File: src/rtl/btn_debounce.sv
// btn_debounce: two-flop synchroniser, tick-sampled debounce FSM per button, priority key encoder
module btn_debounce #(
    parameter int N_BTN        = 4,
    parameter int STABLE_TICKS = 3,
    parameter int CODE_W       = 2
) (
    input  logic              clk,
    input  logic              rst,
    input  logic              tick,
    input  logic [N_BTN-1:0]  btn_in,
    output logic [N_BTN-1:0]  btn_level,
    output logic [N_BTN-1:0]  btn_press,
    output logic [N_BTN-1:0]  btn_release,
    output logic              key_valid,
    output logic [CODE_W-1:0] key_code
);
    typedef enum logic [1:0] {RELEASED, PRESS_CHK, PRESSED, RELEASE_CHK} state_t;
    localparam logic [3:0] LAST = 4'(STABLE_TICKS - 1);
    logic [N_BTN-1:0] meta, sync;
    always_ff @(posedge clk) begin
        if (rst) begin
            meta <= '0;
            sync <= '0;
        end else begin
            meta <= btn_in;
            sync <= meta;
        end
    end
    for (genvar i = 0; i < N_BTN; i++) begin : g_btn
        state_t     st, st_n;
        logic [3:0] cnt, cnt_n;
        logic       lvl, lvl_n, prs, prs_n, rel, rel_n;
        always_ff @(posedge clk) begin
            if (rst) begin
                st  <= RELEASED;
                cnt <= '0;
                lvl <= 1'b0;
                prs <= 1'b0;
                rel <= 1'b0;
            end else begin
                st  <= st_n;
                cnt <= cnt_n;
                lvl <= lvl_n;
                prs <= prs_n;
                rel <= rel_n;
            end
        end
        // pulses default low so they last exactly one clk whatever tick does
        always_comb begin
            st_n  = st;
            cnt_n = cnt;
            lvl_n = lvl;
            prs_n = 1'b0;
            rel_n = 1'b0;
            if (tick) begin
                case (st)
                    RELEASED:
                        if (sync[i]) begin
                            st_n  = PRESS_CHK;
                            cnt_n = 4'd1;
                        end
                    PRESS_CHK:
                        if (!sync[i]) begin
                            st_n  = RELEASED;
                            cnt_n = 4'd0;
                        end else if (cnt == LAST) begin
                            st_n  = PRESSED;
                            cnt_n = 4'd0;
                            lvl_n = 1'b1;
                            prs_n = 1'b1;
                        end else cnt_n = cnt + 4'd1;
                    PRESSED:
                        if (!sync[i]) begin
                            st_n  = RELEASE_CHK;
                            cnt_n = 4'd1;
                        end
                    RELEASE_CHK:
                        if (sync[i]) begin
                            st_n  = PRESSED;
                            cnt_n = 4'd0;
                        end else if (cnt == LAST) begin
                            st_n  = RELEASED;
                            cnt_n = 4'd0;
                            lvl_n = 1'b0;
                            rel_n = 1'b1;
                        end else cnt_n = cnt + 4'd1;
                endcase
            end
        end
        assign btn_level[i]   = lvl;
        assign btn_press[i]   = prs;
        assign btn_release[i] = rel;
    end
    assign key_valid = |btn_press;
    always_comb begin
        key_code = '0;
        for (int j = N_BTN - 1; j >= 0; j--)
            if (btn_press[j]) key_code = CODE_W'(j);
    end
endmodule

File: config.mk
export PLATFORM = sky130hd
export DESIGN_NAME = btn_debounce
export DESIGN_NICKNAME = d
export VERILOG_FILES = /design/src/rtl/btn_debounce.sv
export SDC_FILE = /design/constraint.sdc
export NUM_CORES = 1
export LEC_CHECK = 0
export CAP_MARGIN = 15
export CORE_ASPECT_RATIO = 0.9
export CORE_MARGIN = 2
export CORE_UTILIZATION = 35
export DETAILED_ROUTE_END_ITERATION = 6
export SKIP_CTS_REPAIR_TIMING = 1
export SLEW_MARGIN = 20
export SYNTH_ARGS = -nofsm -noshare
export SYNTH_HDL_FRONTEND = slang
export SYNTH_SLANG_ARGS = --single-unit
File: constraint.sdc
create_clock -name clk -period 2.27 [get_ports clk]
set_clock_uncertainty 0.15 [all_clocks]
set_input_delay 0.454 -clock clk [delete_from_list [all_inputs] [get_ports clk]]
set_output_delay 0.454 -clock clk [all_outputs]
set_load 0.01 [all_outputs]
==> metrics.txt <==
post-synthesis cell type count=39; Synth Area in Adders=4.83%; Sw Pwr=324 uW; flops & latches, synth=44; number of flops mapped to enable cells by yosys=0; Synth top cells by count=44 x dfxtp_1, 27 x nand2_1, 21 x a21oi_1, 13 x buf_4; Ys Warns=0; Root Driver=clkbuf_8; H-tree depth=2; Worst R2R Start=g_btn[2].cnt[0]$_SDFFE_PP0P_; CP Capture Type=output port; Required @ worst endpoint=1670 ps; dpl cells=315; worst flop-to-flop path endpoint=g_btn[2].lvl$_SDFFE_PP0P_; P&R area growth vs syn=17.0%; DR WL/cell=12.3 um; Worst R2R Path Depth=6; fraction of synthesized cell area in xor and xnor cells=2.05%; top cell type's share of synthesized area=42.5%; Max VDD drop=296 uV; Layout Nets=267; WP data arrival=1450 ps; Seq/Total Area, Yosys=42.5%; RSZ-0062 raised after global routing=false; P_int=1140 uW; Reg2Reg Setup Slack=230 ps; CTS tree=yes; DR vias=1663; PortBufs=21; Tot GR Track Use=13.2%; logic gate share of total power=4.8%; worst slew pin tran=602 ps; Final HPWL DP=2.72 mm; Max Clock Freq=487 MHz; Post-DRT Antenna Nets=0; maximum fanout along the worst path=3; die height=77.0 um; final worst-path cycle share=90.4%; cell chain of the critical path=nor2_1 > nor3_1 > clkdlybuf4s50_1; Worst Setup Start Kind=flop; Leakage=0.000839 uW; final slew viol count=0; most used flip-flop cell after synthesis=dfxtp_1; io pins=22; Iteration-0 DRC Markers=69; final non-filler cell total=323; syn nets=251; fraction of synthesized area in multiplexers=0.483%; Filler Cell Count=564; Post-Synthesis Cell Area=0.00207 mm2; leading area contributor after synthesis=dfxtp_1; vias in the first global route=1513; CP Class=reg -> out; clock sink count=44; CTS Buffer Depth=2; Avg Cell Area, Syn=8.78 um2; Clk Latency, worst-skew pair=300 ps; initial antenna violation count=0; Via density=5.15; end of the worst hold path=sync[2]$_SDFF_PP0_; first-pass iteration count of the detailed router=4; FFs w/ async S/R, synth=0%; pwr dens=604 mW/mm2; Starting Density=36.4%; die area=0.00656 mm2; Setup-failing EPs final=0; crit-path leading delay family=buffers and inverters; DRC Markers=0; die width=85.1 um; Slew HR=59.8%; ant diodes=0; FP Rows=26; final hold violations=0; Final Critical Period=2050 ps; Hold Path Stages=1; largest cells by area after synthesis=dfxtp_1 42%, a21oi_1 5.1%, nand2_1 4.9%; Num CTS Buffers=5; complex-gate fraction of the synthesized area=14.7%; total congestion overflow=0; min-delay worst type=reg -> reg; first-pass GRT wire length=7.06 mm; Post-Route WL=3.97 mm; Clk pwr share=41.0%; largest family of logic cells by synthesized area=simple AND/OR/NAND/NOR gates; hold_sp=meta[2]$_SDFF_PP0_; Mapped Cells=236; CP Buf/Inv Count=1; pin count of the biggest net entering global routing=20; Net Sw Frac=22.1%; status=complete, no violations; most numerous cell in the Yosys netlist=dfxtp_1; layout cells sized above 1=10.7%; core area=0.00569 mm2; setup TNS=0 ps; Worst-path clk slew=90 ps; Synth Area in Simple Gates=28.0%; gp weighted congestion=0.814; Max Cap Violations=0; Slowest Stage Delay on Critical Path=550 ps; part of the power in registers=54.2%; Crit-path slowest cell=clkdlybuf4s50_1
==> worst register-to-register path: stages, from the launching register on <==
cell,delay [ps]
dfxtp_1,360
inv_1,90
ha_1,140
nor3b_1,510
or3b_2,490
a2bb2oi_1,160
nor2_1,50
==> sequential cells by signal, summed over array words and instances (netlist names), named ones only <==
signal     count
g_btn.st       4
g_btn.cnt     16
g_btn.lvl      4
g_btn.prs      4
meta           4
g_btn.rel      4
sync           4
==> worst max-delay path by stage <==
stage	start	to	slack, ps	cells after the start
5_1_grt	g_btn[2].prs$_SDFF_PP0_	key_code[1]	90	3
2_1_floorplan	g_btn[2].cnt[0]$_SDFFE_PP0P_	g_btn[2].lvl$_SDFFE_PP0P_	430	6
6_report	g_btn[2].prs$_SDFF_PP0_	key_code[1]	220	3
4_1_cts	g_btn[2].prs$_SDFF_PP0_	key_code[1]	190	3
3_5_place_dp	tick	g_btn[3].prs$_SDFF_PP0_	80	5
3_3_place_gp	tick	g_btn[3].prs$_SDFF_PP0_	80	5
==> metal layers <==
metal	up-vias	global-route usage, %	wire [um]
li1	851	-	-
met2	20	19.6	1740
met3	7	3.34	119
met4	0	4.60	61
met5	-	0	0
met1	785	18.4	2040
==> power groups by stage <==
| stage | Combinational (uW) | Sequential [uW] | Clock [uW] |
|---|---|---|---|
| detailed placement | 71.5 | 812 | 0 |
| CTS | 71.6 | 794 | 623 |
| floorplan | 40.7 | 809 | 0 |
| global placement | 70.2 | 813 | 0 |
| global route | 77.7 | 797 | 663 |
| finish | 70.5 | 795 | 601 |
==> cell type report <==
class / count / area (um2) / share of cell area (%)
tap: 70 / 87.6 / 3.61
timing repair buffer: 29 / 283 / 11.7
inverter: 7 / 26.3 / 1.08
sequential: 44 / 881 / 36.3
clock inverter: 3 / 42.5 / 1.75
clock buffer: 5 / 68.8 / 2.84
multi-input combinational: 165 / 1040 / 42.8
==> cell families after synthesis <==
group,Yosys count
adders and majority gates,8
muxes,1
xor gates and xnor gates,4
DFF,44
and+or+nand+nor,100
buffers and inverters,27
AOI/OAI and AO/OA,52
==> per-stage QoR <==
stage          setup slack (ps)  area, um2  hold slack [ps]  utilization (%)  total power (uW)
3_5_place_dp               79.8       2310              282             40.7               884
4_1_cts                     187       2430              301             42.6              1490
2_1_floorplan               431       2070              264                -               850
3_3_place_gp               80.8       2310              269             40.7               883
5_1_grt                    86.1       2430              308             42.6              1540
6_report                    218       2430              294             42.6              1470
==> placed cells by master (no fill, tap or decap), types with 7 or more instances in the layout <==
cell type | synthesis | final
o21ai_0 | 11 | 11
a21oi_1 | 21 | 21
nor3b_1 | 8 | 8
buf_4 | 13 | 7
a31oi_1 | 8 | 8
clkdlybuf4s50_1 | 0 | 21
nand3_1 | 9 | 9
inv_1 | 7 | 7
nor2b_1 | 11 | 11
nand2_1 | 27 | 27
nor2_1 | 10 | 10
ha_1 | 8 | 8
dfxtp_1 | 44 | 44
No activity file was read; power rests on OpenSTA's default activity.
